### src/rtl/mmio_pkg.sv
// Shared constants and register decode for the 0xFFF0-0xFFFF MMIO window.
package mmio_pkg;

    localparam logic [3:0] OFF_KDATA = 4'h0;
    localparam logic [3:0] OFF_SDATA = 4'h2;
    localparam logic [3:0] OFF_KEDGE = 4'h4;
    localparam logic [3:0] OFF_TIMER = 4'h6;
    localparam logic [3:0] OFF_HEX   = 4'h8;
    localparam logic [3:0] OFF_LEDR  = 4'hA;
    localparam logic [3:0] OFF_LEDG  = 4'hC;

    localparam logic [15:0] UNMAPPED_VAL = 16'hDEAD;

    // Encoding equals ADDR[3:1] so the decode is a plain cast.
    typedef enum logic [2:0] {
        REG_KDATA    = 3'd0,
        REG_SDATA    = 3'd1,
        REG_KEDGE    = 3'd2,
        REG_TIMER    = 3'd3,
        REG_HEX      = 3'd4,
        REG_LEDR     = 3'd5,
        REG_LEDG     = 3'd6,
        REG_UNMAPPED = 3'd7
    } mmio_reg_e;

    function automatic mmio_reg_e reg_decode(input logic [2:0] addr_hi);
        return mmio_reg_e'(addr_hi);
    endfunction

endpackage

### src/rtl/mmio_ctrl_if.sv
// Data-memory side bus of the MMIO controller; the CPU is the master.
interface mmio_ctrl_if #(
    parameter int DBITS = 16
);
    logic [DBITS-1:0] ADDR;
    logic [DBITS-1:0] WDATA;
    logic             WE;
    logic [DBITS-1:0] RDATA;
    logic             HIT;

    modport master (output ADDR, output WDATA, output WE, input RDATA, input HIT);
    modport slave  (input ADDR, input WDATA, input WE, output RDATA, output HIT);
endinterface

### src/rtl/mmio_debounce.sv
// One input channel: 2-flop synchroniser followed by a stable-run debounce counter.
module mmio_debounce #(
    parameter int DEBOUNCE_CYCLES = 250000
) (
    input  logic CLK,
    input  logic RESET_N,
    input  logic IN,
    output logic OUT,
    output logic RISE
);
    localparam int CW = $clog2(DEBOUNCE_CYCLES + 1);

    logic          sync1_q, sync1_d;
    logic          sync2_q, sync2_d;
    logic          state_q, state_d;
    logic [CW-1:0] cnt_q, cnt_d;

    // RISE is combinational so the sticky flag lands on the same edge as the state.
    always_comb begin
        sync1_d = IN;
        sync2_d = sync1_q;
        state_d = state_q;
        cnt_d   = '0;
        RISE    = 1'b0;
        if (sync2_q != state_q) begin
            if (cnt_q == CW'(DEBOUNCE_CYCLES - 1)) begin
                state_d = sync2_q;
                RISE    = sync2_q;
            end else begin
                cnt_d = cnt_q + CW'(1);
            end
        end
    end

    always_ff @(posedge CLK or negedge RESET_N) begin
        if (!RESET_N) begin
            sync1_q <= 1'b0;
            sync2_q <= 1'b0;
            state_q <= 1'b0;
            cnt_q   <= '0;
        end else begin
            sync1_q <= sync1_d;
            sync2_q <= sync2_d;
            state_q <= state_d;
            cnt_q   <= cnt_d;
        end
    end

    assign OUT = state_q;

endmodule

### src/rtl/mmio_ctrl.sv
// MMIO controller for the 16-bit CPU: debounced KEY/SW, sticky key flags, LED/HEX stores.
// Optional free-running timer at +6 is built only when MMIO_TIMER_EN is defined.
module mmio_ctrl
    import mmio_pkg::*;
#(
    parameter int               DBITS           = 16,
    parameter int               NKEYS           = 4,
    parameter int               NSW             = 10,
    parameter int               NLEDR           = 10,
    parameter int               NLEDG           = 8,
    parameter int               DEBOUNCE_CYCLES = 250000,
    parameter int               TICK_CYCLES     = 50000,
    parameter logic [DBITS-1:0] BASE            = 16'hFFF0
) (
    input  logic             CLK,
    input  logic             RESET_N,
    mmio_ctrl_if.slave       bus,
    input  logic [NKEYS-1:0] KEY,
    input  logic [NSW-1:0]   SW,
    output logic [DBITS-1:0] HEX_OUT,
    output logic [NLEDR-1:0] LEDR_OUT,
    output logic [NLEDG-1:0] LEDG_OUT
);
    localparam int NCH = NKEYS + NSW;

    logic [NCH-1:0]   raw_in, deb, rise;
    logic [NKEYS-1:0] key_deb, key_rise;
    logic [NSW-1:0]   sw_deb;

    // Keys are active-low at the pins; flip them so 1 means pressed everywhere inside.
    assign raw_in = {SW, ~KEY};

    for (genvar i = 0; i < NCH; i++) begin : g_deb
        mmio_debounce #(.DEBOUNCE_CYCLES(DEBOUNCE_CYCLES)) u_deb (
            .CLK     (CLK),
            .RESET_N (RESET_N),
            .IN      (raw_in[i]),
            .OUT     (deb[i]),
            .RISE    (rise[i])
        );
    end

    assign key_deb  = deb[NKEYS-1:0];
    assign key_rise = rise[NKEYS-1:0];
    assign sw_deb   = deb[NCH-1:NKEYS];

    logic unused_bits;
    assign unused_bits = ^{bus.ADDR[0], rise[NCH-1:NKEYS]};

    logic      hit, wr_en;
    mmio_reg_e sel;

    assign hit     = (bus.ADDR[DBITS-1:4] == BASE[DBITS-1:4]);
    assign bus.HIT = hit;
    assign wr_en   = bus.WE && hit;
    assign sel     = reg_decode(bus.ADDR[3:1]);

    logic [DBITS-1:0] timer_rd;

`ifdef MMIO_TIMER_EN
    localparam int PW = $clog2(TICK_CYCLES + 1);

    logic [PW-1:0]    presc_q, presc_d;
    logic [DBITS-1:0] timer_q, timer_d;

    // A CPU load overrides a tick that lands on the same edge.
    always_comb begin
        presc_d = presc_q + PW'(1);
        timer_d = timer_q;
        if (presc_q == PW'(TICK_CYCLES - 1)) begin
            presc_d = '0;
            timer_d = timer_q + DBITS'(1);
        end
        if (wr_en && sel == REG_TIMER) begin
            presc_d = '0;
            timer_d = bus.WDATA;
        end
    end

    always_ff @(posedge CLK or negedge RESET_N) begin
        if (!RESET_N) begin
            presc_q <= '0;
            timer_q <= '0;
        end else begin
            presc_q <= presc_d;
            timer_q <= timer_d;
        end
    end

    assign timer_rd = timer_q;
`else
    assign timer_rd = DBITS'(UNMAPPED_VAL);
`endif

    logic [NKEYS-1:0] kedge_q, kedge_d;
    logic [DBITS-1:0] hex_q, hex_d;
    logic [NLEDR-1:0] ledr_q, ledr_d;
    logic [NLEDG-1:0] ledg_q, ledg_d;
    logic [DBITS-1:0] rdata_q, rdata_d;

    always_comb begin
        kedge_d = kedge_q;
        hex_d   = hex_q;
        ledr_d  = ledr_q;
        ledg_d  = ledg_q;
        rdata_d = '0;

        if (wr_en) begin
            case (sel)
                REG_KEDGE: kedge_d = kedge_q & ~bus.WDATA[NKEYS-1:0];
                REG_HEX:   hex_d   = bus.WDATA;
                REG_LEDR:  ledr_d  = bus.WDATA[NLEDR-1:0];
                REG_LEDG:  ledg_d  = bus.WDATA[NLEDG-1:0];
                default:   ;
            endcase
        end
        // Applied after the clear so a press on the clearing edge is not lost.
        kedge_d = kedge_d | key_rise;

        case (sel)
            REG_KDATA: rdata_d = DBITS'(key_deb);
            REG_SDATA: rdata_d = DBITS'(sw_deb);
            REG_KEDGE: rdata_d = DBITS'(kedge_q);
            REG_TIMER: rdata_d = timer_rd;
            REG_HEX:   rdata_d = hex_q;
            REG_LEDR:  rdata_d = DBITS'(ledr_q);
            REG_LEDG:  rdata_d = DBITS'(ledg_q);
            default:   rdata_d = DBITS'(UNMAPPED_VAL);
        endcase
    end

    always_ff @(posedge CLK or negedge RESET_N) begin
        if (!RESET_N) begin
            kedge_q <= '0;
            hex_q   <= '0;
            ledr_q  <= '0;
            ledg_q  <= '0;
            rdata_q <= '0;
        end else begin
            kedge_q <= kedge_d;
            hex_q   <= hex_d;
            ledr_q  <= ledr_d;
            ledg_q  <= ledg_d;
            rdata_q <= rdata_d;
        end
    end

    assign bus.RDATA = rdata_q;
    assign HEX_OUT   = hex_q;
    assign LEDR_OUT  = ledr_q;
    assign LEDG_OUT  = ledg_q;

endmodule

### src/flat_wrapper.sv
// flat-port wrapper written by rule: the top's interface ports become plain ports
module mmio_ctrl_flat import mmio_pkg::*;
#(
    parameter int               DBITS           = 16,
    parameter int               NKEYS           = 4,
    parameter int               NSW             = 10,
    parameter int               NLEDR           = 10,
    parameter int               NLEDG           = 8,
    parameter int               DEBOUNCE_CYCLES = 250000,
    parameter int               TICK_CYCLES     = 50000,
    parameter logic [DBITS-1:0] BASE            = 16'hFFF0
)
  (CLK, RESET_N, KEY, SW, HEX_OUT, LEDR_OUT, LEDG_OUT, bus_ADDR, bus_WDATA, bus_WE, bus_RDATA, bus_HIT);
  mmio_ctrl_if #(.DBITS(DBITS)) bus_i ();
  input  logic CLK;
  input  logic RESET_N;
  input  logic [NKEYS-1:0] KEY;
  input  logic [NSW-1:0] SW;
  output logic [DBITS-1:0] HEX_OUT;
  output logic [NLEDR-1:0] LEDR_OUT;
  output logic [NLEDG-1:0] LEDG_OUT;
  input wire logic [$bits(bus_i.ADDR)-1:0] bus_ADDR;
  input wire logic [$bits(bus_i.WDATA)-1:0] bus_WDATA;
  input wire logic [$bits(bus_i.WE)-1:0] bus_WE;
  output wire logic [$bits(bus_i.RDATA)-1:0] bus_RDATA;
  output wire logic [$bits(bus_i.HIT)-1:0] bus_HIT;
  assign bus_i.ADDR = bus_ADDR;
  assign bus_i.WDATA = bus_WDATA;
  assign bus_i.WE = bus_WE;
  assign bus_RDATA = bus_i.RDATA;
  assign bus_HIT = bus_i.HIT;
  mmio_ctrl #(.DBITS(DBITS), .NKEYS(NKEYS), .NSW(NSW), .NLEDR(NLEDR), .NLEDG(NLEDG), .DEBOUNCE_CYCLES(DEBOUNCE_CYCLES), .TICK_CYCLES(TICK_CYCLES), .BASE(BASE)) u_core (.CLK(CLK), .RESET_N(RESET_N), .bus(bus_i), .KEY(KEY), .SW(SW), .HEX_OUT(HEX_OUT), .LEDR_OUT(LEDR_OUT), .LEDG_OUT(LEDG_OUT));
endmodule
### config.mk
export PLATFORM = sky130hd
export DESIGN_NAME = mmio_ctrl_flat
export DESIGN_NICKNAME = d
export VERILOG_FILES = /design/src/rtl/mmio_pkg.sv /design/src/rtl/mmio_ctrl_if.sv /design/src/rtl/mmio_debounce.sv /design/src/rtl/mmio_ctrl.sv /design/src/flat_wrapper.sv
export SDC_FILE = /design/constraint.sdc
export NUM_CORES = 1
export LEC_CHECK = 0
export BUFFER_PORTS_ARGS = -buffer_cell sky130_fd_sc_hd__buf_2
export CELL_PAD_IN_SITES_DETAIL_PLACEMENT = 0
export CELL_PAD_IN_SITES_GLOBAL_PLACEMENT = 1
export CORE_MARGIN = 2
export CORE_UTILIZATION = 38
export CTS_BUF_LIST = sky130_fd_sc_hd__clkbuf_16
export CTS_CLUSTER_DIAMETER = 60
export DETAILED_ROUTE_END_ITERATION = 7
export GPL_ROUTABILITY_DRIVEN = 0
export MAX_ROUTING_LAYER = met4
export PLACE_DENSITY = 0.71
export SKIP_CTS_REPAIR_TIMING = 1
export SYNTH_ARGS = -nofsm -noshare
export SYNTH_HDL_FRONTEND = slang
export SYNTH_SLANG_ARGS = --single-unit
### constraint.sdc
create_clock -name CLK -period 2.3 [get_ports CLK]
set_input_delay 0.345 -clock CLK [delete_from_list [all_inputs] [get_ports CLK]]
set_output_delay 0.345 -clock CLK [all_outputs]
set_load 0.01 [all_outputs]
==> results.json, run 1 <==
{
  "multiInputGateArea_sq_um": 7150,
  "grt_pass1_wl_um": 61200,
  "route.detailed.drc": 0,
  "core_area_sq_um": 41900,
  "cts_tree": "yes",
  "synth_cells": 1557,
  "fin_setup_tns_ns": 0,
  "final_cell_mix": "dfrtp_1 (348), nor2_1 (276), xnor2_1 (150)",
  "final_nets": 1815,
  "antennaDiodeCount": 0,
  "drv_slew": 0,
  "hold_class": "primary input to flip-flop",
  "syn_area_sq_um": 16200,
  "cts-root-buf": "clkbuf_16",
  "powerDensity_nw_per_um2": 683,
  "die_h_um": 210,
  "setup_viol": 0,
  "routedWlPerCell_um": 15.8,
  "cts.clk_slew.worst_paths_ns": 0.06,
  "power_mw": 13.2,
  "numCtsBuffers": 41,
  "synthToLayoutAreaGrowth_pct": 19.1,
  "status": "finished, final reports clean",
  "regArea_sq_um": 8710,
  "port_buffers": 98,
  "fp-row-count": 75,
  "overflow": 0,
  "cts_max_path_buffers": 3,
  "grt_max_degree": 67,
  "ir_worst_vdd_mv": 0.504,
  "maxCapViolCount": 0,
  "fillers": 3912,
  "async_reset_ff_frac": 1.00,
  "clk_latency_ns": 0.57,
  "finalCriticalPeriod_ns": 2.16,
  "synth_warnings": 0,
  "drtIter0Drc": 790,
  "post-dp-hpwl_um": 25700,
  "totalWireLength_um": 36800,
  "finalCritPeriodShare": 0.941,
  "worst-slew-pin-transition_ns": 0.642,
  "grt_usage": 0.176,
  "ys_ff_latch": 348,
  "ios": 100,
  "synth_area_per_cell_sq_um": 10.4,
  "antenna_found_initial": 0,
  "drive_gt1_frac": 0.166,
  "critPathKind": "flip-flop to flip-flop",
  "power.leakage_nw": 8.16,
  "cp_max_fo": 4,
  "final_util": 0.459,
  "synth_area_leaders": "dfrtp_1 (54%), xnor2_1 (8.1%), nor2_1 (6.4%)",
  "synthFlopType": "dfrtp_1",
  "cts_sinks": 348,
  "fin_skew_ns": 0.0201,
  "critPathRequiredTime_ns": 2.76,
  "rsz0062_at_grt": "no",
  "dieArea_sq_um": 44200,
  "grt_pass1_vias": 11788,
  "relSlewSlack": 0.568,
  "critPathLaunchType": "flip-flop",
  "vias": 12035,
  "yosysSeqAreaShare": 0.538,
  "synth.net_count": 1620,
  "final_hold_viol_count": 0,
  "final_common_cell": "dfrtp_1",
  "max_freq_mhz": 462,
  "cp-end-kind": "flip-flop",
  "ys_types": 58,
  "dieWidth_um": 210,
  "firstDrtPassIters": 5,
  "h-tree-depth": 2,
  "synth_top_cell_area_share": 0.538,
  "antenna_left": 0,
  "placedCellCount": 2232,
  "synth_edf_count": 0,
  "yosys.area.top_type": "dfrtp_1",
  "critPathArrivalTime_ns": 2.62,
  "via_per_inst": 5.18,
  "fin_cells": 2323,
  "initial_core_util": 0.386
}
metal layers:
metal / global-route usage / wire, um / vias to the layer above / part of all wire
met5: - / 0 / - / 0
met4: 0.0477 / 789 / 0 / 0.021
met3: 0.0367 / 1630 / 51 / 0.044
met2: 0.267 / 16700 / 164 / 0.46
met1: 0.239 / 17600 / 5917 / 0.48
li1: - / - / 5903 / -
synthesized netlist by cell type (16+ instances only):
cell type	number
mux2_2	48
nand2_1	82
or4_1	17
nand3_1	90
clkbuf_1	21
nand4_1	86
xnor2_1	150
inv_1	47
nor3_1	39
dfrtp_1	348
xor2_1	64
nor2_1	276
a21oi_1	27
o21ai_0	24
and4_1	16
nor4_1	72
power by group:
| group | switching [mW] | internal (mW) | leakage, nW |
|---|---|---|---|
| logic | 0.354 | 0.200 | 2.76 |
| registers | 0.0881 | 6.22 | 4.73 |
| clock network | 2.63 | 3.67 | 0.668 |
critical path, cell delays in order, from the launching register on:
cell	delay, ns
dfrtp_1	0.41
or4b_1	0.53
or4_4	0.54
or2_4	0.28
mux2_4	0.30
metrics by stage:
step / worst slack [ns] / hold slack, ns / instance area (sq um)
4_1_cts: 0.133 / -0.320 / 19100
3_5_place_dp: 0.143 / 0.298 / 17800
2_1_floorplan: 0.135 / 0.0494 / 16200
3_3_place_gp: 0.144 / 0.292 / 17800
6_report: 0.136 / 0.0271 / 19300
5_1_grt: 0.0616 / 0.00449 / 19300
path summary, 6_finish.rpt:
| check | start | to | slack [ns] | depth (start not counted) |
|---|---|---|---|---|
| min reg2reg | u_core.g_deb[9].u_deb.sync1_q | u_core.g_deb[9].u_deb.sync2_q | 0.35 | 0 |
| max in group asynchronous | RESET_N | u_core.HEX_OUT[12] | 1.29 | 3 |
| max reg2reg | u_core.g_deb[1].u_deb.cnt_q[5] | u_core.g_deb[1].u_deb.OUT | 0.14 | 4 |
| min | bus_WDATA[14] | u_core.HEX_OUT[14] | 0.03 | 2 |
| min in group asynchronous | RESET_N | u_core.g_deb[8].u_deb.cnt_q[11] | 0.30 | 2 |
| max | u_core.g_deb[1].u_deb.cnt_q[5] | u_core.g_deb[1].u_deb.OUT | 0.14 | 4 |
registers in the layout (all words and copies together) (netlist names):
signal and count:
u_core.HEX_OUT 16, u_core.LEDG_OUT 8, u_core.LEDR_OUT 10, u_core.bus.RDATA 16, u_core.g_deb.u_deb.OUT 14, u_core.g_deb.u_deb.cnt_q 252, u_core.g_deb.u_deb.sync1_q 14, u_core.g_deb.u_deb.sync2_q 14
u_core.kedge_q 4
cell families after synthesis:
family,share of synthesized area
simple gates,0.235
flops,0.538
xor+xnor,0.116
compound gates,0.0401
buf+inv,0.0197
mux,0.0407
fa+ha+maj,0.0108
cell type report:
class                           count  area share
Sequential cell                   348       0.452
Multi-Input combinational cell   1131       0.371
Inverter                           49     0.00954
Clock buffer                       42      0.0545
Clock inverter                     33      0.0134
Timing Repair Buffer              181      0.0643
Tap cell                          539      0.0350
Note: power is estimated with default switching activity, not from simulation.
==> run 2, diff against run 1 <==
- CTS_CLUSTER_DIAMETER: 60 -> 80
- clock period: 2.3 -> 1.85 ns (I/O delays scaled with it)
==> run 2 against run 1 <==
Compared with the run above:
- clock skew rose by 0.0022 ns
- maximum frequency rose by 3.8%
- global-route usage rose by 0.42 points
- first-iteration DRC count fell by 16%
- the flow now finishes with violations (setup timing)
- register-to-register slack got worse by 0.37 ns
- final cell count rose by 5.3%
- power rose by 23%
- sequential share of layout area fell by 2.9 points
- clock power rose by 19%
- non-clock buffer count rose by 124
==> results.json, run 2 (synthesis results as in run 1) <==
{
  "max_freq_mhz": 480,
  "totalWireLength_um": 37600,
  "violations": "setup timing",
  "post-dp-hpwl_um": 26600,
  "status": "complete, but fails checks",
  "final_hold_viol_count": 0,
  "cts.clk_slew.worst_paths_ns": 0.06,
  "via_per_inst": 5.14,
  "crit_buf_inv": 0,
  "worst-slew-pin-transition_ns": 0.474,
  "hold_class": "primary input to flip-flop",
  "critPathKind": "flip-flop to flip-flop",
  "routedWlPerCell_um": 15.4,
  "largest_register_ffs": 252,
  "powerDensity_nw_per_um2": 783,
  "cp-end-kind": "flip-flop",
  "multiInputGateArea_sq_um": 7500,
  "crit_path_frequent_cell": "or4_4",
  "maxCapViolCount": 0,
  "initial_core_util": 0.386,
  "drtIter0Drc": 667,
  "critPathLaunchType": "flip-flop",
  "cts_tree": "yes",
  "synthToLayoutAreaGrowth_pct": 27.3,
  "cp_top_family": "simple AND/OR/NAND/NOR gates",
  "top_register": "u_core.g_deb.u_deb.cnt_q",
  "setup_ws_ns": -0.234,
  "grt_max_degree": 72,
  "fin_area_sq_um": 20600,
  "firstDrtPassIters": 5,
  "clk_latency_ns": 0.56,
  "drive_gt1_frac": 0.242,
  "dieArea_sq_um": 44200,
  "dieWidth_um": 210,
  "ir_worst_vdd_mv": 0.594,
  "ios": 100,
  "vias": 12570,
  "finalCriticalPeriod_ns": 2.08,
  "drv_slew": 0,
  "switching_share": 0.233,
  "power.leakage_nw": 8.86,
  "power.internal_mw": 12.4,
  "cts_max_path_buffers": 3,
  "cts_sinks": 348,
  "fin_hold_ws_ns": 0.0330,
  "power_frac_clock": 0.464,
  "sequentialPowerShare": 0.486,
  "antenna_found_initial": 1,
  "grt_pass1_vias": 12466,
  "setup_viol": 70,
  "grt_usage": 0.180,
  "critPathRequiredTime_ns": 2.29,
  "cp_cell_sequence": "or4_4, or4_4, or2_4, mux2_4",
  "antenna_left": 0,
  "finalCritPeriodShare": 1.13,
  "cts-root-buf": "clkbuf_16",
  "regArea_sq_um": 8710,
  "route.detailed.drc": 0,
  "fin_skew_ns": 0.0223,
  "relSlewSlack": 0.680,
  "switchingPower_mw": 3.75,
  "max_stage_delay_ns": 0.53,
  "power_mw": 16.1,
  "h-tree-depth": 2,
  "place_area_sq_um": 18800,
  "fillers": 3860,
  "die_h_um": 210,
  "port_buffers": 98,
  "rsz0062_at_grt": "yes",
  "critPathArrivalTime_ns": 2.52,
  "final_cell_mix": "dfrtp_1 (345), nor2_1 (248), buf_4 (160)",
  "final_nets": 1938,
  "fp-row-count": 75,
  "cp_max_fo": 3,
  "grt_pass1_wl_um": 63000,
  "cp_slowest_cell": "or4_4",
  "pwr-share-comb": 0.051,
  "numCtsBuffers": 40,
  "overflow": 0,
  "final_common_cell": "dfrtp_1",
  "core_area_sq_um": 41900
}
## run 2: cell types whose count changed in the layout (fill, tap and decap cells not counted), moves of 5 or more
cell           previous run  this run
nor4_2                    0         5
nor2_4                    0         7
buf_4                    61       160
o41ai_4                   0         7
nor2_1                  276       248
nor2_2                    0        21
nor4_1                   72        67
buf_6                     0        10
dlygate4sd3_1            16        27
o41ai_2                   7         0
## run 2: metal layers
layer,up-vias,wire length [um],share of wire,track usage
met5,-,0,0,-
li1,6159,-,-,-
met4,0,808,0.021,0.0470
met2,212,17400,0.46,0.280
met3,56,2020,0.054,0.0440
met1,6143,17400,0.46,0.236
## run 2: path summary, 6_finish.rpt
check / start / endpoint / slack [ns] / cells past startpoint
min in group asynchronous: RESET_N / u_core.g_deb[13].u_deb.cnt_q[7] / 0.21 / 2
max in group asynchronous: RESET_N / u_core.g_deb[9].u_deb.cnt_q[8] / 0.86 / 4
worst min register to register: u_core.g_deb[13].u_deb.sync1_q / u_core.g_deb[13].u_deb.sync2_q / 0.35 / 0
worst min-delay path: bus_WDATA[1] / u_core.HEX_OUT[1] / 0.03 / 2
worst max register to register: u_core.g_deb[1].u_deb.cnt_q[6] / u_core.g_deb[1].u_deb.OUT / -0.23 / 4
worst max-delay path: u_core.g_deb[1].u_deb.cnt_q[6] / u_core.g_deb[1].u_deb.OUT / -0.23 / 4
## run 2: power groups by stage
stage	Sequential [mW]	Combinational (mW)	Clock (mW)
after detailed placement	7.97	0.767	0
after CTS	7.84	0.770	7.75
after floorplan	7.96	0.290	0
after global routing	7.85	0.927	8.06
after global placement	7.97	0.754	0
final	7.84	0.818	7.48
## run 2: per-stage QoR
step	util	TNS [ns]	cells	setup slack [ns]
3_5_place_dp	0.447	-9.12	2334	-0.222
2_1_floorplan	-	-6.96	1557	-0.247
4_1_cts	0.477	-9.59	2408	-0.233
3_3_place_gp	0.447	-7.23	2334	-0.211
5_1_grt	0.491	-12.08	2447	-0.275
6_report	0.491	-8.35	2447	-0.234
## run 2: layout make-up
type | instances | share of cell area
Sequential cell | 348 | 0.423
Inverter | 49 | 0.00893
Tap cell | 539 | 0.0327
Clock inverter | 33 | 0.0104
Antenna cell | 1 | 0.000121
Multi-Input combinational cell | 1131 | 0.364
Clock buffer | 41 | 0.0498
Timing Repair Buffer | 305 | 0.111
==> run 3, diff against run 2 <==
- PLACE_DENSITY: 0.71 -> 0.7
- SYNTH_HIERARCHICAL: unset -> 1
==> run 3 against run 2 <==
Compared with the run above:
- the run still ends with setup timing left
- first-iteration DRC count increased by 9.0%
- worst setup slack improved by 0.17 ns
- area after synthesis increased by 4.0%
- routed wire length grew 7.2%
- power increased by 4.5%
- maximum frequency increased by 8.7%
- synthesized cell count grew 0.13%
==> results.json, run 3 <==
{
  "top_register": "u_core/g_deb.u_deb/cnt_q",
  "critPathArrivalTime_ns": 2.39,
  "cp-end-kind": "flip-flop",
  "core_area_sq_um": 43900,
  "final_common_cell": "dfrtp_1",
  "fin_skew_ns": 0.0109,
  "place_area_sq_um": 19800,
  "h-tree-depth": 2,
  "ios": 100,
  "drive_gt1_frac": 0.303,
  "final_util": 0.501,
  "critPathLaunchType": "flip-flop",
  "max_freq_mhz": 522,
  "route.detailed.drc": 0,
  "initial_core_util": 0.383,
  "rsz0062_at_grt": "yes",
  "power_mw": 16.9,
  "grt_pass1_vias": 12986,
  "max_stage_delay_ns": 0.57,
  "cts-root-buf": "clkbuf_16",
  "cts_max_path_buffers": 3,
  "powerDensity_nw_per_um2": 766,
  "firstDrtPassIters": 5,
  "fp-row-count": 77,
  "ir_worst_vdd_mv": 0.552,
  "final_cell_mix": "dfrtp_1 (344), buf_4 (241), nor2_1 (239)",
  "vias": 13131,
  "finalCriticalPeriod_ns": 1.92,
  "cts_sinks": 348,
  "drtIter0Drc": 727,
  "routedWlPerCell_um": 15.6,
  "post-dp-hpwl_um": 28100,
  "cts_tree": "yes",
  "cp_slowest_cell": "or4_4",
  "dieWidth_um": 214,
  "finalCritPeriodShare": 1.04,
  "multiInputGateArea_sq_um": 8080,
  "fin_area_sq_um": 22000,
  "hold_class": "primary input to flip-flop",
  "port_buffers": 98,
  "fin_cells": 2586,
  "power.leakage_nw": 9.79,
  "startpoint": "u_core/g_deb[0].u_deb/cnt_q[4]",
  "critPathRequiredTime_ns": 2.33,
  "antenna_found_initial": 0,
  "drv_slew": 0,
  "fin_setup_tns_ns": -0.106,
  "synth_cells": 1559,
  "synthToLayoutAreaGrowth_pct": 30.8,
  "placedCellCount": 2458,
  "cts.clk_slew.worst_paths_ns": 0.06,
  "fillers": 4015,
  "final_hold_viol_count": 0,
  "via_per_inst": 5.08,
  "setup_ws_ns": -0.0673,
  "grt_max_degree": 53,
  "clk_latency_ns": 0.55,
  "antennaDiodeCount": 0,
  "totalWireLength_um": 40300,
  "maxCapViolCount": 0,
  "setup_viol": 3,
  "grt_usage": 0.180,
  "die_h_um": 214,
  "syn_area_sq_um": 16800,
  "final_nets": 2026,
  "worstHoldStart": "bus_WDATA[1]",
  "synth_area_per_cell_sq_um": 10.8,
  "violations": "setup timing",
  "overflow": 0,
  "antenna_left": 0,
  "largest_register_ffs": 252,
  "cp_cell_sequence": "nor4_2, buf_4, nand2b_4, or4_4, nor3b_4, nor2_1, a31oi_1",
  "status": "complete, but fails checks",
  "worst-slew-pin-transition_ns": 0.629,
  "relSlewSlack": 0.580,
  "critPathKind": "flip-flop to flip-flop",
  "r2r-start": "u_core/g_deb[0].u_deb/cnt_q[4]",
  "numCtsBuffers": 41,
  "grt_pass1_wl_um": 66200,
  "cp_max_fo": 3,
  "synth.net_count": 1622,
  "regArea_sq_um": 8710,
  "synth_warnings": 6,
  "dieArea_sq_um": 46000
}
==> run 3: worst paths after layout <==
check                      cells past startpoint                             end  slack [ns]
max                                            7               u_core/kedge_q[0]       -0.07
min                                            2               u_core/kedge_q[1]        0.03
max reg2reg                                    7               u_core/kedge_q[0]       -0.07
min reg2reg                                    0   u_core/g_deb[6].u_deb/sync2_q        0.35
max in group asynchronous                      3  u_core/g_deb[9].u_deb/cnt_q[0]        1.01
min in group asynchronous                      2  u_core/g_deb[2].u_deb/cnt_q[9]        0.21
==> run 3: per-stage QoR <==
step / setup slack (ns) / hold WS (ns)
detailed placement: -0.132 / 0.199
global route: -0.179 / 0.0185
floorplan: -0.0901 / -0.0181
finish: -0.0673 / 0.0263
global placement: -0.102 / 0.197
CTS: -0.136 / -0.401
==> run 3: final cells by class <==
cell class	instances	share of cell area
Clock inverter	31	0.0132
Tap cell	592	0.0336
Inverter	25	0.00426
Multi-Input combinational cell	1152	0.367
Timing Repair Buffer	395	0.137
Sequential cell	348	0.396
Clock buffer	43	0.0489
==> run 3: worst max-delay path: cells and delay by family, from the launching register on <==
family,cells,cell delay (ns)
simple gates,5,1.17
flops,1,0.39
buf+inv,1,0.17
compound gates,1,0.13
==> run 3: power breakdown <==
group / switching, mW / internal [mW]
clock network: 3.16 / 5.02
logic: 0.466 / 0.356
registers: 0.118 / 7.74
total: 3.75 / 13.1
==> run 3: layer usage <==
layer | global-route usage | vias up | wire, um
li1 | - | 6414 | -
met1 | 0.237 | 6449 | 18900
met2 | 0.282 | 203 | 18900
met3 | 0.0322 | 65 | 1630
met4 | 0.0590 | 0 | 958
met5 | - | - | 0
